--- src/rtl/lb_alloc_ctrl.sv ---
// Load-buffer allocation controller: circular entry allocation, in-order retire,
// and memory-order violation recovery (replay request, then tail squash).
module lb_alloc_ctrl #(
  parameter int LB_DEPTH = 8,
  parameter int TAG_W    = 6
) (
  input  logic                        clk,
  input  logic                        rst_n,
  input  logic                        alloc_req,
  input  logic [TAG_W-1:0]            alloc_rob_tag,
  output logic                        alloc_gnt,
  output logic [$clog2(LB_DEPTH)-1:0] alloc_idx,
  input  logic                        commit_valid,
  input  logic [TAG_W-1:0]            commit_rob_tag,
  input  logic                        violation_detect,
  input  logic [$clog2(LB_DEPTH)-1:0] violation_idx,
  output logic                        flush_req,
  output logic [TAG_W-1:0]            flush_rob_tag,
  input  logic                        flush_ack,
  input  logic                        global_flush,
  output logic                        full,
  output logic                        empty,
  output logic [$clog2(LB_DEPTH):0]   count,
  output logic                        busy
);

  localparam int IW = $clog2(LB_DEPTH);

  typedef enum logic [1:0] {RUN = 2'd0, REQ = 2'd1, SQUASH = 2'd2} state_t;

  state_t              state;
  logic [IW:0]         head;
  logic [IW:0]         tail;
  logic [IW:0]         victim;
  logic [LB_DEPTH-1:0] valid;
  logic [TAG_W-1:0]    tags [LB_DEPTH];

  logic                retire;
  logic [IW:0]         head_nxt;
  logic [IW:0]         victim_age;
  logic [IW:0]         tail_age;
  logic [IW:0]         squash_tail;
  logic [IW:0]         span;
  logic [IW-1:0]       off;
  logic [LB_DEPTH-1:0] squash_clr;
  logic [LB_DEPTH-1:0] valid_nxt;

  assign full      = (head[IW-1:0] == tail[IW-1:0]) && (head[IW] != tail[IW]);
  assign empty     = (head == tail);
  assign count     = tail - head;
  assign alloc_idx = tail[IW-1:0];
  assign busy      = (state != RUN);
  assign flush_req = (state == REQ);
  assign alloc_gnt = rst_n & alloc_req & ~full & (state == RUN) & ~global_flush;

  // Ages are measured from the post-retire head so a victim that retired
  // (even in the squash cycle itself) falls back to tail = head.
  always_comb begin
    retire      = commit_valid & ~empty & valid[head[IW-1:0]]
                  & (tags[head[IW-1:0]] == commit_rob_tag) & ~global_flush;
    head_nxt    = head + {{IW{1'b0}}, retire};
    victim_age  = victim - head_nxt;
    tail_age    = tail - head_nxt;
    squash_tail = (victim_age > tail_age) ? head_nxt : victim;
    span        = tail - squash_tail;
    squash_clr  = '0;
    off         = '0;
    for (int i = 0; i < LB_DEPTH; i++) begin
      off           = IW'(i) - squash_tail[IW-1:0];
      squash_clr[i] = ({1'b0, off} < span);
    end
    valid_nxt = valid;
    if (state == SQUASH) valid_nxt = valid_nxt & ~squash_clr;
    if (retire) valid_nxt[head[IW-1:0]] = 1'b0;
    if (alloc_gnt) valid_nxt[tail[IW-1:0]] = 1'b1;
  end

  always_ff @(posedge clk or negedge rst_n) begin
    if (!rst_n) begin
      state         <= RUN;
      head          <= '0;
      tail          <= '0;
      victim        <= '0;
      valid         <= '0;
      flush_rob_tag <= '0;
      for (int i = 0; i < LB_DEPTH; i++) tags[i] <= '0;
    end else if (global_flush) begin
      state <= RUN;
      head  <= '0;
      tail  <= '0;
      valid <= '0;
    end else begin
      valid <= valid_nxt;
      head  <= head_nxt;
      if (alloc_gnt) begin
        tags[tail[IW-1:0]] <= alloc_rob_tag;
        tail               <= tail + 1'b1;
      end
      case (state)
        RUN: begin
          if (violation_detect && valid[violation_idx]) begin
            state         <= REQ;
            flush_rob_tag <= tags[violation_idx];
            victim        <= {(violation_idx >= head[IW-1:0]) ? head[IW] : ~head[IW],
                              violation_idx};
          end
        end
        REQ: begin
          if (flush_ack) state <= SQUASH;
        end
        SQUASH: begin
          tail  <= squash_tail;
          state <= RUN;
        end
        default: state <= RUN;
      endcase
    end
  end

endmodule
--- config.mk ---
export PLATFORM = sky130hd
export DESIGN_NAME = lb_alloc_ctrl
export DESIGN_NICKNAME = d
export VERILOG_FILES = /design/src/rtl/lb_alloc_ctrl.sv
export SDC_FILE = /design/constraint.sdc
export NUM_CORES = 1
export LEC_CHECK = 0
export ABC_CLOCK_PERIOD_IN_PS = 12450
export CAP_MARGIN = 20
export CELL_PAD_IN_SITES_DETAIL_PLACEMENT = 1
export CELL_PAD_IN_SITES_GLOBAL_PLACEMENT = 2
export CORE_ASPECT_RATIO = 1.75
export CORE_MARGIN = 5
export CORE_UTILIZATION = 43
export DETAILED_ROUTE_END_ITERATION = 12
export PLACE_DENSITY_LB_ADDON = 0.1
export SLEW_MARGIN = 15
export SYNTH_ARGS = -nofsm -noshare
export SYNTH_HDL_FRONTEND = slang
export SYNTH_SLANG_ARGS = --single-unit
--- constraint.sdc ---
create_clock -name clk -period 12.45 [get_ports clk]
set_clock_uncertainty 0.2 [all_clocks]
set_input_delay 1.245 -clock clk [delete_from_list [all_inputs] [get_ports clk]]
set_output_delay 1.245 -clock clk [all_outputs]
set_load 0.02 [all_outputs]
==> flow_metrics.env, run 1 <==
export IMPL_ys_seq_area_share_pct=34.91
export IMPL_min_path_type="reg -> reg"
export IMPL_reg2reg_slack_ns=4.57
export IMPL_dp_cells=676
export IMPL_die_w_um=95.09
export IMPL_synth_xor_xnor_area_share_pct=5.191
export IMPL_peakVddDrop_mv=0.1271
export IMPL_clk_insertion_delay_late_ns=0.34
export IMPL_syn_cell_area_sq_um=5448
export IMPL_syn_nets=530
export IMPL_core_area_sq_um=12430
export IMPL_final_period_utilization_pct=63.33
export IMPL_synth_top_family_by_area="multiplexers"
export IMPL_end_kind="register"
export IMPL_clock_root_buffer="clkbuf_16"
export IMPL_slew_headroom_pct=31.87
export IMPL_crit_top_cell="ha_1"
export IMPL_crit_required_ns=12.45
export IMPL_p_leak_nw=2.720
export IMPL_wl_per_cell_um=23.89
export IMPL_grt_total_usage_pct=23.37
export IMPL_placed_area_sq_um=5958
export IMPL_power_density_nw_per_um2=260.4
export IMPL_synthAdderAreaFrac_pct=5.788
export IMPL_period_needed_ns=7.884
export IMPL_numCtsBuffers=9
export IMPL_fmax_ghz=0.1268
export IMPL_nets=565
export IMPL_synth_compound_area_share_pct=12.49
export IMPL_cts_setup_buffers=0
export IMPL_grt_max_degree=47
export IMPL_rsz0062_at_grt="false"
export IMPL_cts_tree="done"
export IMPL_synth_mux_area_share_pct=26.30
export IMPL_port_buffers=39
export IMPL_vias=4112
export IMPL_maxCapViolCount=0
export IMPL_synthSimpleGateAreaFrac_pct=10.29
export IMPL_htree_levels=3
export IMPL_area_growth_synth_to_final_pct=16.31
export IMPL_drc=0
export IMPL_nFillCells=1359
export IMPL_initial_core_util_pct=43.82
export IMPL_tightest_slew_ns=1.006
export IMPL_stdcell_count=692
export IMPL_final_common_cell="dfrtp_1"
export IMPL_antenna_found_initial=0
export IMPL_finalSetupViolCount=0
export IMPL_status="complete, no violations"
export IMPL_die_h_um=158.9
export IMPL_die_area_sq_um=15110
export IMPL_diodes=0
export IMPL_p_total_mw=1.650
export IMPL_rows=54
export IMPL_critPathSlowestCell="dfrtp_1"
export IMPL_syn_area_per_cell_sq_um=11.23
export IMPL_clockBufferDepth=2
export IMPL_final_cell_mix="76 x dfrtp_1, 54 x mux2_2, 38 x clkdlybuf4s50_1"
export IMPL_crit_type="reg -> reg"
export IMPL_tns_ns=0
export IMPL_critPathMaxFanout=14
export IMPL_dr_first_iter_drc_count=176
export IMPL_synthArstFlopShare_pct=100.0
export IMPL_grt_pass1_wl_um=26580
export IMPL_hold_buffers=0
export IMPL_globalplace_congestion=0.8772
export IMPL_dp_hpwl_um=12400
export IMPL_cts_resized_gates=0
export IMPL_drt_total_wl_um=16530
export IMPL_yosysWarnings=0
export IMPL_cts_sinks=76
export IMPL_postSynthCellCount=485
export IMPL_grt_ovfl_total=0
export IMPL_multi_input_area_sq_um=3278
export IMPL_drv_slew=0
export IMPL_antenna_left=0
export IMPL_final_cell_area_sq_um=6336
export IMPL_critical_path_max_stage_delay_ns=0.77
export IMPL_seq_area_sq_um=1902
export IMPL_clk_pin_slew_ns=0.06
export IMPL_cp_arrival_ns=7.89
export IMPL_hold_viol_final=0
export IMPL_synth_seq_cells=76
export IMPL_viasPerCell=5.942
export IMPL_drive_gt1_share_pct=24.62
export IMPL_dr_pass1_iters=4
export IMPL_grt_pass1_vias=4745
export IMPL_ys_types=80
export IMPL_io_pins=40
export IMPL_ys_flop_type="dfrtp_1"
export IMPL_synth_edf_count=0
export IMPL_cp_start_kind="register"
-- flip-flops by register name, summed over array words and instances (netlist names) --
register	cells
state	2
head	4
tail	4
tags	48
valid	8
victim	4
flush_rob_tag	6
-- power by group --
part	switching, mW	internal [mW]
Sequential	0.0323	0.282
Clock	0.108	0.216
Combinational	0.598	0.415
Total	0.738	0.912
-- cells by family after synthesis --
logic type | count (synthesis)
AND/OR/NAND/NOR | 109
multiplexers | 103
buffers and inverters | 54
AO/OA/AOI/OAI | 90
XOR/XNOR | 28
adder cells (fa/ha/maj) | 25
flip-flops | 76
-- cell usage after synthesis, drive strengths merged, types with 3 or more instances --
library cell / n / area (sq um)
buf: 11 / 81.33
dfrtp: 76 / 1902
clkbuf: 15 / 87.58
mux2: 55 / 619.3
ha: 22 / 275.3
and3: 3 / 21.27
and2: 3 / 20.02
a31oi: 4 / 25.02
mux2i: 22 / 220.2
or2: 4 / 25.02
a2111oi: 3 / 63.81
o32ai: 3 / 26.28
a21oi: 23 / 115.1
o21ai: 9 / 48.79
xnor2: 21 / 206.5
o311ai: 3 / 26.28
nand3: 12 / 65.06
nand2b: 4 / 25.02
inv: 28 / 105.1
xor2: 7 / 76.32
mux4: 26 / 593.1
a211oi: 6 / 50.05
o31ai: 5 / 37.54
nor2: 31 / 121.4
nand2: 22 / 82.58
a21o: 7 / 52.55
nor3: 11 / 60.06
nor2b: 8 / 52.55
o41ai: 3 / 26.28
-- worst max-delay path, delay by kind of cell, from the launching register on --
kind            cells  cell delay, ns
compound gates      6            1.72
xor+xnor            1            0.14
fa+ha+maj           6            1.62
buf+inv             3            0.52
flops               1            0.77
mux                 2            0.54
simple gates        9            2.23
-- metal layers --
layer | up-vias | global-route usage, % | share of wire (%)
met5 | - | 0 | 0
met3 | 39 | 3.788 | 2.6
met1 | 2109 | 25.75 | 38
met4 | 0 | 10.18 | 3.3
met2 | 91 | 42.65 | 56
li1 | 1873 | - | -
-- layout make-up --
| cell class | count | area share [%] |
|---|---|---|
| repair buffers | 50 | 7.543 |
| clock inverters | 6 | 2.172 |
| clock buffers | 9 | 3.555 |
| well taps | 168 | 3.318 |
| multi-input cells | 355 | 51.74 |
| flip-flops and latches | 76 | 30.02 |
| inverters | 28 | 1.659 |
-- per-stage QoR --
| stage | hold slack (ns) | utilization, % | setup slack [ns] |
|---|---|---|---|
| 5_1_grt | 0.3567 | 50.97 | 4.003 |
| 3_3_place_gp | 0.3038 | 47.93 | 4.562 |
| 6_report | 0.3313 | 50.97 | 4.566 |
| 3_5_place_dp | 0.3226 | 47.93 | 4.337 |
| 4_1_cts | 0.3331 | 50.85 | 4.419 |
| 2_1_floorplan | 0.2911 | - | 5.589 |
-- final timing paths --
| path | end | start | depth (start not counted) |
|---|---|---|---|
| max | valid[2] | head[1] | 27 |
| max in group asynchronous | tags[5] | rst_n | 2 |
| max reg2reg | valid[2] | head[1] | 27 |
| min | flush_rob_tag[4] | flush_rob_tag[4] | 2 |
| min reg2reg | flush_rob_tag[4] | flush_rob_tag[4] | 2 |
| min in group asynchronous | tags[12] | rst_n | 1 |
No activity file was read; power rests on OpenSTA's default activity.
==> inputs of run 2 (changes only) <==
ABC_CLOCK_PERIOD_IN_PS = 7300   (was 12450)
CORE_UTILIZATION = 40   (was 43)
clock period = 7.3 ns   (was 12.45 ns; I/O delays follow)
==> flow_metrics.env, run 2 (same netlist as run 1, synthesis figures left out) <==
export IMPL_period_needed_ns=6.917
export IMPL_power_density_nw_per_um2=446.8
export IMPL_fmax_ghz=0.1446
export IMPL_multi_input_area_sq_um=3288
export IMPL_nFillCells=1437
export IMPL_die_h_um=164.4
export IMPL_cts_setup_buffers=0
export IMPL_crit_type="reg -> reg"
export IMPL_critPathSlowestCell="or4b_4"
export IMPL_htree_levels=3
export IMPL_area_growth_synth_to_final_pct=18.81
export IMPL_critical_path_max_stage_delay_ns=0.52
export IMPL_clk_pin_slew_ns=0.06
export IMPL_cts_sinks=76
export IMPL_hold_buffers=0
export IMPL_drive_gt1_share_pct=27.00
export IMPL_port_buffers=39
export IMPL_antenna_found_initial=0
export IMPL_numCtsBuffers=9
export IMPL_r2r_start="head[1]"
export IMPL_p_leak_nw=2.789
export IMPL_drt_total_wl_um=17240
export IMPL_clockBufferDepth=2
export IMPL_status="complete, no violations"
export IMPL_crit_top_cell="ha_1"
export IMPL_dr_pass1_iters=4
export IMPL_r2r_cells=29
export IMPL_tightest_slew_ns=0.9419
export IMPL_maxCapViolCount=0
export IMPL_largest_reg_flops=48
export IMPL_end_kind="register"
export IMPL_rsz0062_at_grt="false"
export IMPL_crit_required_ns=7.29
export IMPL_dp_hpwl_um=13160
export IMPL_largest_registers="tags x48, valid x8, flush_rob_tag x6"
export IMPL_final_period_utilization_pct=94.76
export IMPL_wl_per_cell_um=24.25
export IMPL_vias=4221
export IMPL_regMostFlops="tags"
export IMPL_dp_cells=696
export IMPL_viasPerCell=5.937
export IMPL_peakVddDrop_mv=0.2419
export IMPL_stdcell_count=711
export IMPL_tns_ns=0
export IMPL_grt_total_usage_pct=22.15
export IMPL_cp_arrival_ns=6.91
export IMPL_finalSetupViolCount=0
export IMPL_hold_viol_final=0
export IMPL_clk_insertion_delay_late_ns=0.34
export IMPL_grt_pass1_vias=4648
export IMPL_drv_slew=0
export IMPL_slew_headroom_pct=36.86
export IMPL_seq_area_sq_um=1903
export IMPL_worstReg2RegEnd="valid[2]"
export IMPL_die_area_sq_um=16150
export IMPL_drc=0
export IMPL_die_w_um=98.22
export IMPL_globalplace_congestion=0.8231
export IMPL_critPathMaxFanout=10
export IMPL_antenna_left=0
export IMPL_io_pins=40
export IMPL_rows=56
export IMPL_nets=578
export IMPL_reg2reg_slack_ns=0.38
export IMPL_clock_root_buffer="clkbuf_16"
export IMPL_whs_ns=0.1321
export IMPL_grt_max_degree=49
export IMPL_cts_tree="done"
export IMPL_min_path_type="in -> async"
export IMPL_cp_start_kind="register"
export IMPL_dr_first_iter_drc_count=167
export IMPL_initial_core_util_pct=40.71
export IMPL_grt_pass1_wl_um=27260
export IMPL_final_cell_mix="75 x dfrtp_1, 54 x mux2_2, 38 x clkdlybuf4s50_1"
export IMPL_diodes=0
export IMPL_grt_ovfl_total=0
export IMPL_final_common_cell="dfrtp_1"
export IMPL_core_area_sq_um=13380
## run 2: how the worst max path moves through the flow
stage,startpoint,endpoint,slack (ns),cells after the start
floorplan,head[2],valid[2],0.44,30
finish,head[1],valid[2],0.38,29
global route,head[1],valid[2],0.03,29
detailed placement,head[2],valid[0],0.25,27
global placement,head[1],valid[0],0.40,26
CTS,head[1],valid[0],0.20,27
## run 2: worst max-delay path, delay by kind of cell (launching register included)
kind / cells / cell delay, ns
and+or+nand+nor: 10 / 2.25
buffers and inverters: 5 / 0.63
AOI/OAI and AO/OA: 5 / 0.89
DFF: 1 / 0.43
adders and majority gates: 6 / 1.74
xor gates and xnor gates: 1 / 0.14
muxes: 2 / 0.49
## run 2: where the power goes
group | internal, mW | switching, mW
combinational | 0.762 | 1.05
clock | 0.368 | 0.182
sequential | 0.480 | 0.0527
## run 2: final cells by class
cell class | instances | share of cell area (%)
clock buffer | 9 | 3.480
inverter | 28 | 1.662
multi-input combinational | 355 | 50.80
clock inverter | 6 | 2.126
tap | 174 | 3.364
timing repair buffer | 63 | 9.163
sequential | 76 | 29.40
## run 2: per-layer routing
| layer | track usage [%] | share of wire [%] | up-vias |
|---|---|---|---|
| met5 | 0 | 0 | - |
| met4 | 8.266 | 3.3 | 0 |
| met3 | 2.325 | 2.3 | 39 |
| met2 | 44.04 | 58 | 90 |
| met1 | 23.65 | 37 | 2195 |
| li1 | - | - | 1897 |
## run 2: per-stage QoR
step	setup WS [ns]	util (%)	cell area, sq um	power, mW
after floorplan	0.4386	-	5448	1.834
after global placement	0.3983	45.55	6096	2.293
after detailed placement	0.2490	45.55	6096	2.322
after CTS	0.1960	48.26	6459	2.893
after global routing	0.03136	48.36	6472	3.101
final	0.3828	48.36	6472	2.892
## run 2: repair_timing
action                                  in CTS  in global routing
resized for setup                            0                  5
endpoints found under the setup margin       0                  7
hold endpoints to repair                     0                  0
